### config.mk
export PLATFORM = sky130hd
export DESIGN_NAME = player_hit_judge_flat
export DESIGN_NICKNAME = d
export VERILOG_FILES = /design/src/rtl/player_hit_pkg.sv /design/src/rtl/player_hit_judge_if.sv /design/src/rtl/hit_box_overlap.sv /design/src/rtl/player_hit_judge.sv /design/src/flat_wrapper.sv
export SDC_FILE = /design/constraint.sdc
export NUM_CORES = 1
export LEC_CHECK = 0
export CAP_MARGIN = 20
export CORE_ASPECT_RATIO = 0.5
export CORE_UTILIZATION = 55
export CTS_BUF_LIST = sky130_fd_sc_hd__clkbuf_2 sky130_fd_sc_hd__clkbuf_4 sky130_fd_sc_hd__clkbuf_8
export DETAILED_ROUTE_END_ITERATION = 8
export HOLD_SLACK_MARGIN = 0.1
export PLACE_DENSITY = 0.9
export SLEW_MARGIN = 10
export SYNTH_ARGS = -nofsm -noshare
export SYNTH_HDL_FRONTEND = slang
export SYNTH_HIERARCHICAL = 1
export SYNTH_SLANG_ARGS = --single-unit
### constraint.sdc
create_clock -name clk -period 7.5 [get_ports clk]
set_input_delay 0.75 -clock clk [delete_from_list [all_inputs] [get_ports clk]]
set_output_delay 0.75 -clock clk [all_outputs]
set_load 0.05 [all_outputs]
### src/rtl/player_hit_pkg.sv
// Shared types and constants for the player hit judge.
// Contents: FSM state enum and the enemy-bullet geometry constants.
package player_hit_pkg;

    typedef enum logic [1:0] {
        ALIVE,
        HIT,
        INVULN,
        DEAD
    } state_e;

    localparam int unsigned BULLET_W = 10;
    localparam int unsigned BULLET_H = 40;
    localparam int unsigned Y_OFFSET = 480;  // eb_y carries this bias over screen y
    localparam int unsigned Y_LIMIT  = 960;  // eb_y above this means bullet is off-field

endpackage

### src/rtl/player_hit_judge_if.sv
// Enemy-bullet <-> player hit-judge link.
// Signals:
//   eb_x, eb_y        bullet left x / biased top y (bullet block drives)
//   enemybullet_exist bullet live flag; dropping it acknowledges boom
//   boom              hit notification, held until acknowledged or timed out
// Modports: master = bullet block, slave = hit judge.
interface player_hit_judge_if;

    logic [9:0] eb_x;
    logic [9:0] eb_y;
    logic       enemybullet_exist;
    logic       boom;

    modport master (
        output eb_x,
        output eb_y,
        output enemybullet_exist,
        input  boom
    );

    modport slave (
        input  eb_x,
        input  eb_y,
        input  enemybullet_exist,
        output boom
    );

endinterface

### src/rtl/hit_box_overlap.sv
// Combinational axis-aligned rectangle overlap test in 11-bit unsigned math.
// Ports:
//   obj_x_i, obj_y_i  top-left of the moving object (OBJ_W x OBJ_H)
//   box_x_i, box_y_i  top-left of the target box (BOX_W x BOX_H)
//   overlap_o         1 when the open rectangles intersect (touching edges do not count)
// Inputs are 10-bit values zero-extended (plus any bias), so sums never wrap.
module hit_box_overlap #(
    parameter int unsigned BOX_W = 46,
    parameter int unsigned BOX_H = 40,
    parameter int unsigned OBJ_W = 10,
    parameter int unsigned OBJ_H = 40
) (
    input  logic [10:0] obj_x_i,
    input  logic [10:0] obj_y_i,
    input  logic [10:0] box_x_i,
    input  logic [10:0] box_y_i,
    output logic        overlap_o
);

    always_comb begin
        overlap_o = (obj_x_i < box_x_i + 11'(BOX_W)) &&
                    (obj_x_i + 11'(OBJ_W) > box_x_i) &&
                    (obj_y_i < box_y_i + 11'(BOX_H)) &&
                    (obj_y_i + 11'(OBJ_H) > box_y_i);
    end

endmodule

### src/rtl/player_hit_judge.sv
// Player hit judge: detects enemy-bullet overlap with the player sprite, drives the boom
// handshake back to the bullet block, and owns lives, post-hit invulnerability blink and
// game-over.
// Ports:
//   clk, rst          clock, synchronous active-high reset
//   frame_tick        one-clk pulse per game frame
//   p_x, p_y          player top-left, screen coordinates
//   shield_arm        pulse arming the shield (SHIELD_EN builds only)
//   eb_if (slave)     eb_x, eb_y, enemybullet_exist in; boom out
//   lives, player_visible, game_over, hit_count, shield_active   status outputs
// Build option: define SHIELD_EN to enable the one-shot shield.
module player_hit_judge
    import player_hit_pkg::*;
#(
    parameter int unsigned PW            = 46,
    parameter int unsigned PH            = 40,
    parameter int unsigned START_LIVES   = 3,
    parameter int unsigned INVULN_FRAMES = 120,
    parameter int unsigned BOOM_TIMEOUT  = 4,
    parameter int unsigned BLINK_DIV     = 8
) (
    input  logic                     clk,
    input  logic                     rst,
    input  logic                     frame_tick,
    input  logic [9:0]               p_x,
    input  logic [9:0]               p_y,
    input  logic                     shield_arm,
    player_hit_judge_if.slave        eb_if,
    output logic [1:0]               lives,
    output logic                     player_visible,
    output logic                     game_over,
    output logic [7:0]               hit_count,
    output logic                     shield_active
);

    localparam int unsigned ToW    = $clog2(BOOM_TIMEOUT + 1);
    localparam int unsigned InvW   = $clog2(INVULN_FRAMES + 1);
    localparam int unsigned BlinkW = $clog2(BLINK_DIV + 1);

    localparam logic [ToW-1:0]    ToLast    = ToW'(BOOM_TIMEOUT - 1);
    localparam logic [InvW-1:0]   InvLast   = InvW'(INVULN_FRAMES - 1);
    localparam logic [BlinkW-1:0] BlinkLast = BlinkW'(BLINK_DIV - 1);

    state_e            state_q;
    logic              boom_q;
    logic [1:0]        lives_q;
    logic              visible_q;
    logic              game_over_q;
    logic [7:0]        hit_cnt_q;
    logic              shield_q;
    logic              shield_hit_q;  // current HIT was absorbed by the shield
    logic [ToW-1:0]    to_cnt_q;
    logic [InvW-1:0]   inv_cnt_q;
    logic [BlinkW-1:0] blink_cnt_q;

    logic [10:0] eb_x_w;
    logic [10:0] eb_y_w;
    logic [10:0] p_x_w;
    logic [10:0] p_y_w;
    logic        box_hit;
    logic        overlap;
    logic        ack;

    // Player y is moved into the bullet's biased coordinate space.
    assign eb_x_w = {1'b0, eb_if.eb_x};
    assign eb_y_w = {1'b0, eb_if.eb_y};
    assign p_x_w  = {1'b0, p_x};
    assign p_y_w  = {1'b0, p_y} + 11'(Y_OFFSET);

    hit_box_overlap #(
        .BOX_W (PW),
        .BOX_H (PH),
        .OBJ_W (BULLET_W),
        .OBJ_H (BULLET_H)
    ) u_overlap (
        .obj_x_i   (eb_x_w),
        .obj_y_i   (eb_y_w),
        .box_x_i   (p_x_w),
        .box_y_i   (p_y_w),
        .overlap_o (box_hit)
    );

    assign overlap = box_hit && (eb_y_w <= 11'(Y_LIMIT)) && eb_if.enemybullet_exist;
    assign ack     = !eb_if.enemybullet_exist;

`ifndef SHIELD_EN
    logic unused_shield_arm;
    assign unused_shield_arm = shield_arm;
`endif

    // The overlap is registered straight into state/boom, so an overlap in cycle N
    // shows as boom=1 in cycle N+1.
    always_ff @(posedge clk) begin
        if (rst) begin
            state_q      <= ALIVE;
            boom_q       <= 1'b0;
            lives_q      <= 2'(START_LIVES);
            visible_q    <= 1'b1;
            game_over_q  <= 1'b0;
            hit_cnt_q    <= 8'd0;
            shield_q     <= 1'b0;
            shield_hit_q <= 1'b0;
            to_cnt_q     <= '0;
            inv_cnt_q    <= '0;
            blink_cnt_q  <= '0;
        end else begin
`ifdef SHIELD_EN
            if (shield_arm) begin
                shield_q <= 1'b1;
            end
`endif
            unique case (state_q)
                ALIVE: begin
                    if (overlap) begin
                        state_q  <= HIT;
                        boom_q   <= 1'b1;
                        to_cnt_q <= '0;
                        if (hit_cnt_q != 8'hFF) begin
                            hit_cnt_q <= hit_cnt_q + 8'd1;
                        end
                        if (shield_q) begin
                            // Later assignment overrides a same-cycle arm pulse.
                            shield_q     <= 1'b0;
                            shield_hit_q <= 1'b1;
                        end else begin
                            shield_hit_q <= 1'b0;
                            if (lives_q != 2'd0) begin
                                lives_q <= lives_q - 2'd1;
                            end
                        end
                    end
                end
                HIT: begin
                    // Acknowledge takes priority; a coincident frame tick is irrelevant.
                    if (ack || (frame_tick && to_cnt_q == ToLast)) begin
                        boom_q   <= 1'b0;
                        to_cnt_q <= '0;
                        if (shield_hit_q) begin
                            state_q <= ALIVE;
                        end else if (lives_q == 2'd0) begin
                            state_q     <= DEAD;
                            game_over_q <= 1'b1;
                            visible_q   <= 1'b0;
                        end else begin
                            state_q     <= INVULN;
                            visible_q   <= 1'b0;
                            inv_cnt_q   <= '0;
                            blink_cnt_q <= '0;
                        end
                    end else if (frame_tick) begin
                        to_cnt_q <= to_cnt_q + 1'b1;
                    end
                end
                INVULN: begin
                    if (frame_tick) begin
                        if (inv_cnt_q == InvLast) begin
                            state_q     <= ALIVE;
                            visible_q   <= 1'b1;
                            inv_cnt_q   <= '0;
                            blink_cnt_q <= '0;
                        end else begin
                            inv_cnt_q <= inv_cnt_q + 1'b1;
                            if (blink_cnt_q == BlinkLast) begin
                                blink_cnt_q <= '0;
                                visible_q   <= ~visible_q;
                            end else begin
                                blink_cnt_q <= blink_cnt_q + 1'b1;
                            end
                        end
                    end
                end
                DEAD: begin
                    boom_q      <= 1'b0;
                    visible_q   <= 1'b0;
                    game_over_q <= 1'b1;
                end
                default: state_q <= ALIVE;
            endcase
        end
    end

    assign eb_if.boom     = boom_q;
    assign lives          = lives_q;
    assign player_visible = visible_q;
    assign game_over      = game_over_q;
    assign hit_count      = hit_cnt_q;
    assign shield_active  = shield_q;

endmodule

### src/flat_wrapper.sv
// flat-port wrapper written by rule: the top's interface ports become plain ports
module player_hit_judge_flat import player_hit_pkg::*;
#(
    parameter int unsigned PW            = 46,
    parameter int unsigned PH            = 40,
    parameter int unsigned START_LIVES   = 3,
    parameter int unsigned INVULN_FRAMES = 120,
    parameter int unsigned BOOM_TIMEOUT  = 4,
    parameter int unsigned BLINK_DIV     = 8
)
  (clk, rst, frame_tick, p_x, p_y, shield_arm, lives, player_visible, game_over, hit_count, shield_active, eb_if_eb_x, eb_if_eb_y, eb_if_enemybullet_exist, eb_if_boom);
  player_hit_judge_if eb_if_i ();
  input  logic clk;
  input  logic rst;
  input  logic frame_tick;
  input  logic [9:0] p_x;
  input  logic [9:0] p_y;
  input  logic shield_arm;
  output logic [1:0] lives;
  output logic player_visible;
  output logic game_over;
  output logic [7:0] hit_count;
  output logic shield_active;
  input wire logic [$bits(eb_if_i.eb_x)-1:0] eb_if_eb_x;
  input wire logic [$bits(eb_if_i.eb_y)-1:0] eb_if_eb_y;
  input wire logic [$bits(eb_if_i.enemybullet_exist)-1:0] eb_if_enemybullet_exist;
  output wire logic [$bits(eb_if_i.boom)-1:0] eb_if_boom;
  assign eb_if_i.eb_x = eb_if_eb_x;
  assign eb_if_i.eb_y = eb_if_eb_y;
  assign eb_if_i.enemybullet_exist = eb_if_enemybullet_exist;
  assign eb_if_boom = eb_if_i.boom;
  player_hit_judge #(.PW(PW), .PH(PH), .START_LIVES(START_LIVES), .INVULN_FRAMES(INVULN_FRAMES), .BOOM_TIMEOUT(BOOM_TIMEOUT), .BLINK_DIV(BLINK_DIV)) u_core (.clk(clk), .rst(rst), .frame_tick(frame_tick), .p_x(p_x), .p_y(p_y), .shield_arm(shield_arm), .eb_if(eb_if_i), .lives(lives), .player_visible(player_visible), .game_over(game_over), .hit_count(hit_count), .shield_active(shield_active));
endmodule
# Word-level counts from Yosys, hierarchy flattened
# Index checks and enable logic that the tools add are counted.
[classes] n_bitwise=1 n_mul=0 div_mod_pow=0 add_sub_neg=10 magnitude_cmp=5 n_reduce_logical=25 n_eq_ne=15 n_shift=0 muxes=31
[op_table] op="2-to-1 mux 7 bit" count=4
[op_table] op="adder 10 x 6 -> 11 bit, second input constant" count=2
[op_table] op="< comparator 10 x 11 -> 1 bit" count=2
[op_table] op="2-to-1 mux 4 bit" count=5
[op_table] op="AND reduction 3 bit" count=5
[op_table] op="one-hot mux 7 bit (2 select lines)" count=1
[op_table] op="adder 10 x 4 -> 11 bit, second input constant" count=1
[op_table] op="adder 10 x 9 -> 11 bit, second input constant" count=1
[op_table] op="adder 11 x 6 -> 11 bit, second input constant" count=1
[op_table] op="greater-than comparator 11 x 10 -> 1 bit" count=1
[op_table] op="greater-than comparator 11 bit" count=1
[op_table] op="less-or-equal comparator 10 bit, second input constant" count=1
[op_table] op="2-to-1 mux 3 bit" count=3
[op_table] op="nonzero test 3 bit" count=3
[op_table] op="adder 8 x 1 -> 8 bit, second input constant" count=1
[op_table] op="2-to-1 mux 1 bit" count=8
[op_table] op="2-to-1 mux 2 bit" count=4
[op_table] op="inequality test 2 x 1 -> 1 bit, second input constant" count=4
[op_table] op="inequality test 8 bit, second input constant" count=1
[op_table] op="one-hot mux 4 bit (2 select lines)" count=1
[op_table] op="AND reduction 4 bit" count=2
[op_table] op="nonzero test 2 bit" count=4
[op_table] op="adder 7 x 1 -> 7 bit, second input constant" count=1
[op_table] op="== test 7 bit, second input constant" count=1
[op_table] op="other kinds (20)" count=29
[totals] mem_count=0 word_cells=96 rom_bits=0 latchBits=0 reg_bits=29 in_bits=45 mem_bits_rw=0

# Logic depth before layout (Yosys ltp)
# Gate-level depths: netlist (run 1).
[depth] depth_word=9 depth_mapped=18 mapped_depth_nobuf=18

# By module
# The synthesis (run 1) kept the hierarchy.
[by_module_without_submodules] mod="player_hit_judge" cells_per_inst=196 area_per_inst_um2=1629.1 instances=1
[by_module_without_submodules] mod="hit_box_overlap" cells_per_inst=185 area_per_inst_um2=1390.1 instances=1

# Worst setup path before layout (run 1)
# Ideal clock, no wire load.
[synth_path] kind="input-to-reg" startpoint="in p_y[5]" endpoint="reg u_core.hit_cnt_q[5] (netlist: u_core/hit_count[5])" arrival_time_ns=4.197 path_buffers=0 cell_stages=17 setup_ns=0.123 slack_ns=3.179 path_cell_list="inv_1 > ha_1 > xor2_1 > inv_1 > nor3_1 > xnor2_1 > ha_1 > a211oi_1 > o22ai_1 > nor3_1 > o21ai_0 > and4bb_2 > or4bb_1 > o22a_4 > nor3_4 > nand3_1 > mux2_1"
[synth_via] elab_chain_len=8 elab_cells_between_ends=9 cone_classes="add/sub: 2; order compare: 2; reduce/logical: 5"
[synth_lines] item="start, declared" line="flat_wrapper.sv:17" source="input logic [9:0] p_y;"
[synth_lines] item="adder 10 x 9 -> 11 bit *" line="player_hit_judge.sv:68" source="assign p_y_w = {1'b0, p_y} + 11'(Y_OFFSET);"
[synth_lines] item="net u_core.p_y_w[7]" line="player_hit_judge.sv:59" source="logic [10:0] p_y_w;"
[synth_lines] item="adder 11 x 6 -> 11 bit" line="hit_box_overlap.sv:23" source="(obj_y_i < box_y_i + 11'(BOX_H)) &&"
[synth_lines] item="< comparator 10 x 11 -> 1 bit" line="hit_box_overlap.sv:23"
[synth_lines] item="logical AND 1 bit" line="hit_box_overlap.sv:22" source="(obj_x_i + 11'(OBJ_W) > box_x_i) &&"
[synth_lines] item="logical AND 1 bit *" line="hit_box_overlap.sv:23"
[synth_lines] item="net u_core.box_hit" line="player_hit_judge.sv:60" source="logic box_hit;"
[synth_lines] item="logical AND 1 bit * (2 in a row)" line="player_hit_judge.sv:83" source="assign overlap = box_hit && (eb_y_w <= 11'(Y_LIMIT)) && eb_if.enemybullet_exist;"
[synth_lines] item="AND reduction 3 bit (no source line) *"
[synth_lines] item="end signal, assigned" line="player_hit_judge.sv:119" source="hit_cnt_q <= hit_cnt_q + 8'd1;"
[synth_lines] item="end, declared" line="player_hit_judge.sv:49" source="logic [7:0] hit_cnt_q;"
# Mark *: on every way through the listed nets, which the timed path passes. The rest lies on a longest branch.
# A chain may end at the register's enable or synchronous reset.

# Final worst setup path (run 1)
# Same ends and word-level chain as after synthesis.

==> summary.txt, run 1 <==
Floorplanning
  – Die width: 106.8 µm
  – Die height: 54.39 µm
  – DIE AREA: 5808 µm²
  – # rows: 18
  – Core area: 5090 µm²
  – IO Pins: 59
  – Initial core utilization: 59.32%

Cells and area
  – Antenna cells: 0
  – Commonest non-fill, non-tap cells in the layout: clkdlybuf4s50_1 (56), ha_1 (51), inv_1 (39)
  – Most common cell after layout, fill and taps aside: clkdlybuf4s50_1
  – Final cell count without fillers: 514
  – Core Util, Final: 74.75%
  – Nets: 539
  – Share of layout cells above drive strength 1: 4.730%
  – Synth-to-layout area growth: 26.03%

Critical path
  – Worst-path cell chain: clkdlybuf4s50_1 -> inv_1 -> ha_1 -> xor2_1 -> inv_1 -> nor3_1 -> xnor2_1 -> ha_1 -> a211oi_1 -> o22ai_1 -> nor3_1 -> o21ai_0 -> and4bb_2 -> or4bb_1 -> o22a_4 -> nor3_4 -> nand3_1 -> mux2_1
  – Worst r2r src: u_core/to_cnt_q[0]
  – Crit Path Category: input port to register
  – CP max stage delay: 0.53 ns
  – WP data required: 7.67 ns
  – Cells on worst reg2reg path: 6
  – CP endpoint kind: register
  – CP arrival: 5.00 ns
  – Critical path depth: 18
  – CP Launch Point: p_y[5]
  – CP top delay family: simple AND/OR/NAND/NOR gates
  – Slowest-stage cell, CP: or4bb_1
  – Startpoint Class: input port
  – Crit path buf inv count: 3
  – Worst Path Max Fanout: 7

Clock tree
  – Clk buf depth: 2
  – Hold_buf cts: 0
  – CTS tree: yes
  – Clk slew on worst S/H paths: 0.07 ns
  – H-Tree Depth: 2
  – Root buf cell: clkbuf_8
  – Clk sinks: 29
  – Setup bufs post-CTS: 0
  – Num CTS Buffers: 5
  – Post-CTS Resized: 0
  – Clk_lat worst skew: 0.28 ns

STA
  – Worst hold margin: 0.4713 ns
  – Tightest Pin Transition: 0.7679 ns
  – Final setup vio count: 0
  – Clock period minus worst slack: 4.832 ns
  – Period utilization: 64.43%
  – Final hold viol count: 0
  – Slew Viols, Final: 0
  – RSZ-0062 raised after global routing: false
  – Clock Skew: 0.005719 ns
  – Relative max-transition margin: 48.24%
  – Setup TNS: 0 ns
  – Max Clk Rate: 0.2069 GHz

GRT
  – Pin count of the biggest net entering global routing: 34
  – Vias in the first global route: 2547
  – Global-route wire length before repair: 10880 µm
  – GR Overflow Total: 0
  – Initial antenna violation count: 0
  – Total track usage: 23.75%

Placement
  – HPWL after DPL: 5302 µm
  – Port Buffers: 56
  – Placed Instances: 505
  – GP Congestion: 0.8744

Synth
  – Synth top area share: 21.14%
  – Post-synth top area cell: ha_1
  – Register area share after synthesis: 19.23%
  – FF+latch count, synth: 29
  – Synth cell types: 56
  – Yosys Warn Count: 6
  – Syn_area_per_cell: 7.924 µm²
  – Compound-Gate Fraction of Synth Area: 17.24%
  – Simple-gate share of the synthesized area: 24.20%
  – XOR/XNOR share of the synthesized area: 9.863%
  – Post-Syn Area: 3019 µm²
  – Number of synthesized flops with an enable pin: 0
  – Synth top area cells: ha_1 (21%), dfxtp_1 (19%), xnor2_1 (8.1%), inv_1 (4.8%), nor2_1 (4.1%)
  – Largest family of logic cells by synthesized area: simple AND/OR/NAND/NOR gates
  – Synth Area in Adders: 21.14%
  – Top_reg_cell synth: dfxtp_1
  – Syn Inst Count: 381
  – Fraction of registers with async set/reset: 0%
  – Post-synthesis mux area share: 2.362%

Worst hold path
  – Worst hold path class: register to register
  – Min-delay src: u_core/game_over
  – Worst Hold Depth: 2

Route
  – Via density: 5.576
  – WL final: 6720 µm
  – Post-route ant nets: 0
  – # DRC: 0
  – Via Count: 2866
  – Starting DRT DRC Count: 126
  – Avg WL per Cell: 13.07 µm
  – Detailed Routing Iterations Pass 1: 5

Pwr
  – Tot Pwr: 623.1 µW
  – Leakage: 1.590 nW
  – Worst vdd ir: 0.1623 mV
  – Power density over the cells: 163.8 nW/µm²

Status
  – Status: finished clean

Run
  – Max-cap violations: 0
==> cell families after synthesis <==
group	after synthesis
buf+inv	46
other cells	1
fa+ha+maj	51
simple gates	136
flops	29
compound gates	77
mux	7
xor+xnor	34
==> cell type report <==
| type | count | area [µm²] |
|---|---|---|
| clock buffers | 5 | 68.82 |
| inverters | 39 | 146.4 |
| multi-input cells | 311 | 2281 |
| fillers | 398 | 1285 |
| clock inverters | 3 | 65.06 |
| well taps | 70 | 87.58 |
| flip-flops and latches | 29 | 580.6 |
| repair buffers | 57 | 575.6 |
==> synthesized netlist by cell type (3+ instances only) <==
library cell,n
nor2_1,33
nor3_1,17
dfxtp_1,29
xor2_1,6
a211oi_1,6
nand2b_1,3
ha_1,51
nand4_1,11
nand4b_1,3
nand3b_1,5
mux2i_1,6
clkbuf_1,6
a31oi_1,4
o31ai_1,4
nor2b_1,4
nand2_1,21
a21o_1,4
a21oi_1,20
and3_1,4
xnor2_1,28
nand3_1,17
o211ai_1,3
o21ai_0,15
inv_1,39
o2111ai_1,3
==> layer usage <==
metal  up-vias  track usage [%]  part of all wire (%)
met3         4            4.048                   3.9
met2        59            43.55                    46
met1      1308            30.35                    50
li1       1495                -                     -
met5         -                0                     0
met4         0            4.338                  0.42
==> power by group <==
group | internal (mW) | switching (mW) | total (mW) | leakage (nW)
Combinational | 0.107 | 0.142 | 0.249 | 1.29
Sequential | 0.166 | 0.0161 | 0.182 | 0.234
Clock | 0.132 | 0.0607 | 0.193 | 0.0681
==> through the flow <==
step                      setup WS, ns  area [µm²]
after floorplan                  3.179        3038
after global placement           2.427        3656
after detailed placement         2.408        3656
after CTS                        2.669        3790
after global routing             2.301        3805
final                            2.668        3805
==> tightest hold or removal path: cells and delay by family, from the launching register on <==
family	cells	cell delay, ns
DFF	1	0.32
buffers and inverters	1	0.05
AOI/OAI and AO/OA	1	0.05
==> final timing paths <==
kind | to | slack [ns]
hold / removal | u_core/game_over | 0.47
setup reg to reg | u_core/inv_cnt_q[0] | 5.52
setup / recovery | u_core/hit_count[5] | 2.67
hold reg to reg | u_core/game_over | 0.47
==> sequential cells by signal (all words and copies together), names as in the netlist <==
| name | cells |
|---|---|
| u_core/game_over | 1 |
| u_core/eb_if.boom | 1 |
| u_core/state_q | 2 |
| u_core/to_cnt_q | 3 |
| u_core/hit_count | 8 |
| u_core/lives | 2 |
| u_core/inv_cnt_q | 7 |
| u_core/blink_cnt_q | 4 |
| u_core/player_visible | 1 |
Note: power is estimated with default switching activity, not from simulation.
==> run 2: changes to the inputs <==
--- a/config.mk
+++ b/config.mk
@@ -7,11 +7,11 @@
 export LEC_CHECK = 0
 export CAP_MARGIN = 20
 export CORE_ASPECT_RATIO = 0.5
-export CORE_UTILIZATION = 55
+export CORE_UTILIZATION = 49
 export CTS_BUF_LIST = sky130_fd_sc_hd__clkbuf_2 sky130_fd_sc_hd__clkbuf_4 sky130_fd_sc_hd__clkbuf_8
 export DETAILED_ROUTE_END_ITERATION = 8
 export HOLD_SLACK_MARGIN = 0.1
-export PLACE_DENSITY = 0.9
+export PLACE_DENSITY = 0.85
 export SLEW_MARGIN = 10
 export SYNTH_ARGS = -nofsm -noshare
 export SYNTH_HDL_FRONTEND = slang
==> constraint.sdc (replaced) <==
create_clock -name clk -period 4.2 [get_ports clk]
set_input_delay 0.42 -clock clk [delete_from_list [all_inputs] [get_ports clk]]
set_output_delay 0.42 -clock clk [all_outputs]
set_load 0.05 [all_outputs]
==> run 2 against run 1 <==
Against the previous run: cell count is 7.6% higher; clock-buffer cell count is 2 higher; wire length grew 11%; sequential power increased by 78%; design area grew 8.8%; die area rose by 12%; critical path depth stayed put; sequential share of layout area is 1.2 points lower; non-clock buffer count is 36 higher; combinational power grew 110%; critical path type unchanged; critical endpoint is now u_core/hit_count[3]; largest power group unchanged.
==> summary.txt, run 2 (synthesis results as in run 1) <==
Clock tree
  – Post-CTS Resized: 0 (unchanged)
  – Clk_lat worst skew: 0.28 ns (about the same)
  – Num CTS Buffers: 5 (unchanged)
  – Clk slew on worst S/H paths: 0.06 ns (about the same)
  – Clk buf depth: 2 (unchanged)
  – Clk sinks: 29 (unchanged)
  – Hold_buf cts: 0 (unchanged)
  – H-Tree Depth: 2 (unchanged)
  – CTS tree: yes
  – Root buf cell: clkbuf_8
  – Setup bufs post-CTS: 0 (unchanged)

Cells and area
  – Final cell count without fillers: 553 (+7.6%)
  – Antenna cells: 0 (unchanged)
  – Synth-to-layout area growth: 37.09%
  – Nets: 575 (+6.7%)
  – Commonest non-fill, non-tap cells in the layout: clkdlybuf4s50_1 (52), ha_1 (50), inv_1 (38)
  – Most common cell after layout, fill and taps aside: clkdlybuf4s50_1
  – Share of layout cells above drive strength 1: 14.37% (+9.6 points)
  – Max reg flops: 8 (unchanged)

Critical path
  – CP endpoint kind: register
  – CP Launch Point: p_x[2]
  – Worst r2r src: u_core/to_cnt_q[0]
  – Worst Path Max Fanout: 7 (unchanged)
  – WP data required: 4.37 ns (-3.30 ns)
  – CP arrival: 4.15 ns (-0.85 ns)
  – Crit Path Category: input port to register
  – Startpoint Class: input port

Floorplanning
  – Die width: 113.0 µm (+5.8%)
  – Core area: 5705 µm² (+12%)
  – Die height: 57.51 µm (+5.7%)
  – # rows: 19 (+1)
  – DIE AREA: 6499 µm² (+12%)
  – Initial core utilization: 52.92% (-6.4 points)
  – IO Pins: 59 (unchanged)

Placement
  – GP Congestion: 0.8381 (-4.2%)
  – Port Buffers: 56 (unchanged)
  – Dpl ws: -0.2963 ns (-2.704 ns)
  – HPWL after DPL: 5720 µm (+7.9%)
  – Placed Instances: 545 (+7.9%)

Pwr
  – Leakage: 1.801 nW (+13%)
  – Worst vdd ir: 0.3322 mV (+100%)
  – Power density over the cells: 275.7 nW/µm² (+68%)

Route
  – Via Count: 3057 (+6.7%)
  – Post-route ant nets: 0 (unchanged)
  – Avg WL per Cell: 13.43 µm (+2.7%)
  – Via density: 5.528 (-0.86%)
  – # DRC: 0 (unchanged)
  – Detailed Routing Iterations Pass 1: 4 (-1)
  – WL final: 7427 µm (+11%)
  – Starting DRT DRC Count: 138 (+9.5%)

Run
  – Max-cap violations: 0 (unchanged)

GRT
  – Initial antenna violation count: 0 (unchanged)
  – Global-route wire length before repair: 12320 µm (+13%)
  – Vias in the first global route: 2977 (+17%)
  – GR Overflow Total: 0 (unchanged)
  – Pin count of the biggest net entering global routing: 19 (-44%)
  – Total track usage: 22.88% (-0.87 points)

STA
  – Tightest Pin Transition: 0.8093 ns (+0.04141 ns)
  – Final hold viol count: 0 (unchanged)
  – Relative max-transition margin: 45.45% (-2.8 points)
  – Max Clk Rate: 0.2509 GHz
  – Clock Skew: 0.004043 ns (-0.001677 ns)
  – Period utilization: 94.89%
  – Final setup vio count: 0 (unchanged)
  – Slew Viols, Final: 0 (unchanged)
  – Final setup margin: 0.2146 ns (-2.453 ns)
  – Clock period minus worst slack: 3.985 ns

Status
  – Status: finished clean

Worst hold path
  – Min-delay src: u_core/game_over
  – Worst hold path class: register to register
-- run 2: cell types whose count changed in the layout (fill, tap and decap cells not counted), moves of 2 or more --
cell | previous run | this run
dlymetal6s2s_1 | 0 | 4
nor3_2 | 1 | 3
clkdlybuf4s50_1 | 56 | 52
nor3_1 | 17 | 14
buf_4 | 0 | 37
-- run 2: per-layer routing --
layer / up-vias / track usage, % / part of all wire, %
met2: 71 / 42.94 / 49
li1: 1566 / - / -
met4: 0 / 5.075 / 1.9
met5: - / 0 / 0
met1: 1403 / 28.10 / 45
met3: 17 / 3.294 / 4.1
-- run 2: final timing paths --
kind	to	slack [ns]	cells after the start
max reg2reg	u_core/inv_cnt_q[0]	2.17	6
min reg2reg	u_core/game_over	0.45	2
max	u_core/hit_count[3]	0.21	18
min	u_core/game_over	0.45	2
-- run 2: power by group --
part / internal [mW] / leakage (nW) / switching (mW)
Sequential: 0.296 / 0.234 / 0.0287
Combinational: 0.238 / 1.51 / 0.275
Clock: 0.200 / 0.0619 / 0.104
-- run 2: worst max-delay path, stage by stage --
cell and delay [ns]:
clkdlybuf4s50_1 0.50, inv_1 0.07, ha_1 0.20, nand2_1 0.10
a21oi_2 0.08, nand2b_1 0.15, xnor2_1 0.13, ha_1 0.19
a211oi_1 0.24, o22ai_1 0.13, nor3_1 0.12, o21ai_0 0.09
and4bb_2 0.31, or4bb_4 0.54, o22a_4 0.29, nor4_1 0.38
xnor2_1 0.16, nor2_1 0.05
-- run 2: area by class of cell --
| cell class | instances | area (µm²) |
|---|---|---|
| Clock buffer | 7 | 90.09 |
| Inverter | 39 | 146.4 |
| Clock inverter | 1 | 30.03 |
| Tap cell | 73 | 91.34 |
| Fill cell | 426 | 1567 |
| Sequential cell | 29 | 580.6 |
| Timing Repair Buffer | 93 | 848.3 |
| Multi-Input combinational cell | 311 | 2352 |
-- run 2: metrics by stage --
stage          power [mW]  util (%)  hold slack, ns  area, µm²  setup TNS (ns)
2_1_floorplan      0.6375         -          0.4488       3038               0
3_3_place_gp       0.8114     69.01          0.4351       3938          -2.393
3_5_place_dp       0.8199     69.01          0.4451       3938          -4.031
4_1_cts             1.127     71.12          0.4579       4058               0
5_1_grt             1.217     72.54          0.4946       4139         -0.3364
6_report            1.141     72.54          0.4505       4139               0
==> run 3: changes to the inputs <==
--- a/config.mk
+++ b/config.mk
@@ -11,9 +11,8 @@
 export CTS_BUF_LIST = sky130_fd_sc_hd__clkbuf_2 sky130_fd_sc_hd__clkbuf_4 sky130_fd_sc_hd__clkbuf_8
 export DETAILED_ROUTE_END_ITERATION = 8
 export HOLD_SLACK_MARGIN = 0.1
-export PLACE_DENSITY = 0.85
+export PLACE_DENSITY = 0.86
 export SLEW_MARGIN = 10
 export SYNTH_ARGS = -nofsm -noshare
 export SYNTH_HDL_FRONTEND = slang
-export SYNTH_HIERARCHICAL = 1
 export SYNTH_SLANG_ARGS = --single-unit
==> run 3 against run 2 <==
Against the previous run: flip-flop and latch count stayed put; wire length decreased by 17%; power decreased by 32%; the run now ends with design-rule violations left; critical endpoint is now u_core.hit_count[4]; critical path type unchanged; global-route usage decreased by 3.1 points; worst hold slack improved by 0.021 ns; non-clock buffer count fell by 36; clock skew is 0.0021 ns lower; clock-buffer cell count unchanged.
==> summary.txt, run 3 <==
Critical path
  – End of the worst register-to-register path: u_core.to_cnt_q[2]
  – Cells on worst reg2reg path: 10 (+4)
  – Worst r2r src: u_core.to_cnt_q[0]
  – Crit Path Category: input port to register
  – FF-to-FF setup slack: 1.73 ns (-0.44 ns)
  – CP arrival: 3.60 ns (-0.55 ns)
  – CP endpoint kind: register
  – Startpoint Class: input port
  – WP data required: 4.39 ns (+0.02 ns)
  – Worst Path Max Fanout: 8 (+1)

Floorplanning
  – # rows: 19 (unchanged)
  – Core area: 5610 µm² (-1.7%)
  – DIE AREA: 6296 µm² (-3.1%)
  – IO Pins: 59 (unchanged)
  – Initial core utilization: 52.10% (-0.82 points)
  – Die height: 56.61 µm (-1.6%)
  – Die width: 111.2 µm (-1.6%)

Route
  – WL final: 6141 µm (-17%)
  – # DRC: 8 (+8)
  – Via density: 5.495 (-0.60%)
  – Post-route ant nets: 0 (unchanged)
  – Starting DRT DRC Count: 112 (-19%)
  – Via Count: 2676 (-12%)
  – Avg WL per Cell: 12.61 µm (-6.1%)
  – Detailed Routing Iterations Pass 1: 8 (+4)

Placement
  – Dpl ws: 0.5174 ns (+0.8137 ns)
  – HPWL after DPL: 4983 µm (-13%)
  – Port Buffers: 56 (unchanged)
  – Placed cell area: 3511 µm² (-11%)
  – GP Congestion: 0.8814 (+5.2%)

Pwr
  – Net switching power: 232.7 µW (-43%)
  – Internal: 540.4 µW (-26%)
  – Clock share of power: 30.3% (+3.7 points)
  – Flop pwr share: 36.5% (+8.1 points)
  – Sw frac: 30.10% (-5.7 points)
  – Comb pwr share: 33.2% (-12 points)
  – Leakage: 1.538 nW (-15%)
  – Power density over the cells: 214.7 nW/µm² (-22%)
  – Worst vdd ir: 0.2811 mV (-15%)

Clock tree
  – Root buf cell: clkbuf_8
  – Clk sinks: 29 (unchanged)
  – Clk buf depth: 2 (unchanged)
  – Clk slew on worst S/H paths: 0.06 ns (about the same)
  – Post-CTS Resized: 0 (unchanged)
  – Hold_buf cts: 0 (unchanged)
  – Clk_lat worst skew: 0.28 ns (about the same)
  – CTS tree: yes
  – Setup bufs post-CTS: 0 (unchanged)
  – Num CTS Buffers: 5 (unchanged)
  – H-Tree Depth: 2 (unchanged)

Synth
  – Number of synthesized flops with an enable pin: 0 (unchanged)
  – Synth cell types: 59 (+5.4%)
  – Fraction of registers with async set/reset: 0% (unchanged)
  – Syn_area_per_cell: 8.164 µm² (+3.0%)
  – Syn nets: 453
  – Most frequent cell after synthesis: ha_1
  – Post-Syn Area: 2923 µm² (-3.2%)
  – Synth top area share: 21.40% (+0.27 points)
  – Post-synth top area cell: ha_1
  – Top_reg_cell synth: dfxtp_1
  – Synth top area cells: ha_1 (21%), dfxtp_1 (20%), xnor2_1 (7.2%), a21oi_1 (5.0%), nor2_1 (4.8%)
  – Syn Inst Count: 358 (-6.0%)
  – FF+latch count, synth: 29 (unchanged)
  – Yosys Warn Count: 0 (-6)
  – Most frequent cells after synthesis: ha_1 (50), nor2_1 (37), a21oi_1 (29), dfxtp_1 (29), inv_1 (27)
  – Register area share after synthesis: 19.86% (+0.63 points)

STA
  – Relative max-transition margin: 39.33% (-6.1 points)
  – Final setup vio count: 0 (unchanged)
  – Final setup margin: 0.7909 ns (+0.5763 ns)
  – Setup TNS: 0 ns (unchanged)
  – Clock period minus worst slack: 3.409 ns (-0.5763 ns)
  – Max Clk Rate: 0.2933 GHz (+17%)
  – Clock Skew: 0.001918 ns (-0.002125 ns)
  – Tightest Pin Transition: 0.9072 ns (+0.09784 ns)
  – RSZ-0062 raised after global routing: false
  – Slew Viols, Final: 0 (unchanged)
  – Period utilization: 81.17% (-14 points)
  – Worst hold margin: 0.4715 ns (+0.02106 ns)
  – Final hold viol count: 0 (unchanged)

Status
  – Failing checks: design-rule violations
  – Status: complete, but fails checks

GRT
  – Pin count of the biggest net entering global routing: 26 (+7)
  – Global-route wire length before repair: 10340 µm (-16%)
  – Initial antenna violation count: 0 (unchanged)
  – Total track usage: 19.76% (-3.1 points)
  – Vias in the first global route: 2438 (-18%)
  – GR Overflow Total: 0 (unchanged)

Run
  – Max-cap violations: 0 (unchanged)

Worst hold path
  – Min-delay src: u_core.to_cnt_q[1]
  – Worst hold path class: register to register
  – Hold EP: u_core.to_cnt_q[1]
  – Worst Hold Depth: 2 (unchanged)

Cells and area
  – Commonest non-fill, non-tap cells in the layout: clkdlybuf4s50_1 (56), ha_1 (50), nor2_1 (37)
  – Synth-to-layout area growth: 23.20%
  – Share of layout cells above drive strength 1: 5.072% (-9.3 points)
  – Nets: 509 (-11%)
  – Post-route cell area: 3601 µm² (-13%)
  – Antenna cells: 0 (unchanged)
  – Max reg flops: 8 (unchanged)
  – Core Util, Final: 64.18% (-8.4 points)
  – Most common cell after layout, fill and taps aside: clkdlybuf4s50_1
run 3: cell types whose count changed in the layout (fill, tap and decap cells not counted), sizes merged, moves of 5 or more:
cell,previous run,this run
a211oi,7,0
a21o,5,11
a21oi,20,30
buf,37,1
conb,6,1
inv,39,27
nor2,33,38
nor2b,4,9
nor3,19,7
or3,2,7
xor2,6,11
run 3: worst max-delay path, stage by stage:
cell	delay [ns]
clkdlybuf4s50_1	0.53
inv_1	0.08
ha_1	0.20
xnor2_1	0.20
or3_4	0.41
xnor2_1	0.14
ha_1	0.30
a21o_2	0.19
a21oi_1	0.20
a21oi_2	0.12
nor2_4	0.16
nand3_4	0.13
or3_1	0.36
a21oi_1	0.14
run 3: through the flow:
step / std cells / total power [mW]
floorplan: 358 / 0.4523
global placement: 480 / 0.5373
detailed placement: 480 / 0.5440
CTS: 487 / 0.7808
global route: 487 / 0.8226
finish: 487 / 0.7732
run 3: power by group through the flow:
stage / combinational [mW] / clock (mW) / sequential, mW
finish: 0.257 / 0.234 / 0.282
global route: 0.286 / 0.254 / 0.283
CTS: 0.257 / 0.241 / 0.282
detailed placement: 0.256 / 0 / 0.288
global placement: 0.249 / 0 / 0.288
floorplan: 0.158 / 0 / 0.294
run 3: metal layers:
| layer | vias to the layer above | routed length, µm | track usage [%] |
|---|---|---|---|
| li1 | 1388 | - | - |
| met1 | 1233 | 3044 | 25.59 |
| met2 | 47 | 2814 | 34.46 |
| met3 | 8 | 237 | 3.672 |
| met4 | 0 | 44 | 4.247 |
| met5 | - | 0 | 0 |
run 3: logic make-up after synthesis:
| kind of cell | Yosys count | share of synthesized area (%) |
|---|---|---|
| buf+inv | 35 | 5.908 |
| fa+ha+maj | 50 | 21.40 |
| simple gates | 125 | 22.56 |
| compound gates | 76 | 17.00 |
| xor+xnor | 36 | 11.04 |
| other cells | 1 | 0.1283 |
| flops | 29 | 19.86 |
| mux | 6 | 2.098 |
run 3: worst max path at each step:
stage / start / end / slack (ns) / cells after the start
after global routing: p_y[6] / u_core.hit_count[4] / 0.58 / 14
after global placement: p_x[1] / u_core.hit_count[4] / 0.57 / 15
after detailed placement: eb_if_eb_x[1] / u_core.to_cnt_q[2] / 0.52 / 13
after CTS: eb_if_eb_x[1] / u_core.to_cnt_q[2] / 0.80 / 13
final: p_y[6] / u_core.hit_count[4] / 0.79 / 14
after floorplan: eb_if_eb_x[1] / u_core.to_cnt_q[2] / 1.32 / 12
run 3: layout make-up:
| type | count | area [µm²] |
|---|---|---|
| clock buffer | 7 | 90.09 |
| tap | 73 | 91.34 |
| sequential | 29 | 580.6 |
| timing repair buffer | 57 | 568.0 |
| multi-input combinational | 294 | 2170 |
| fill | 499 | 2009 |
| inverter | 27 | 101.3 |
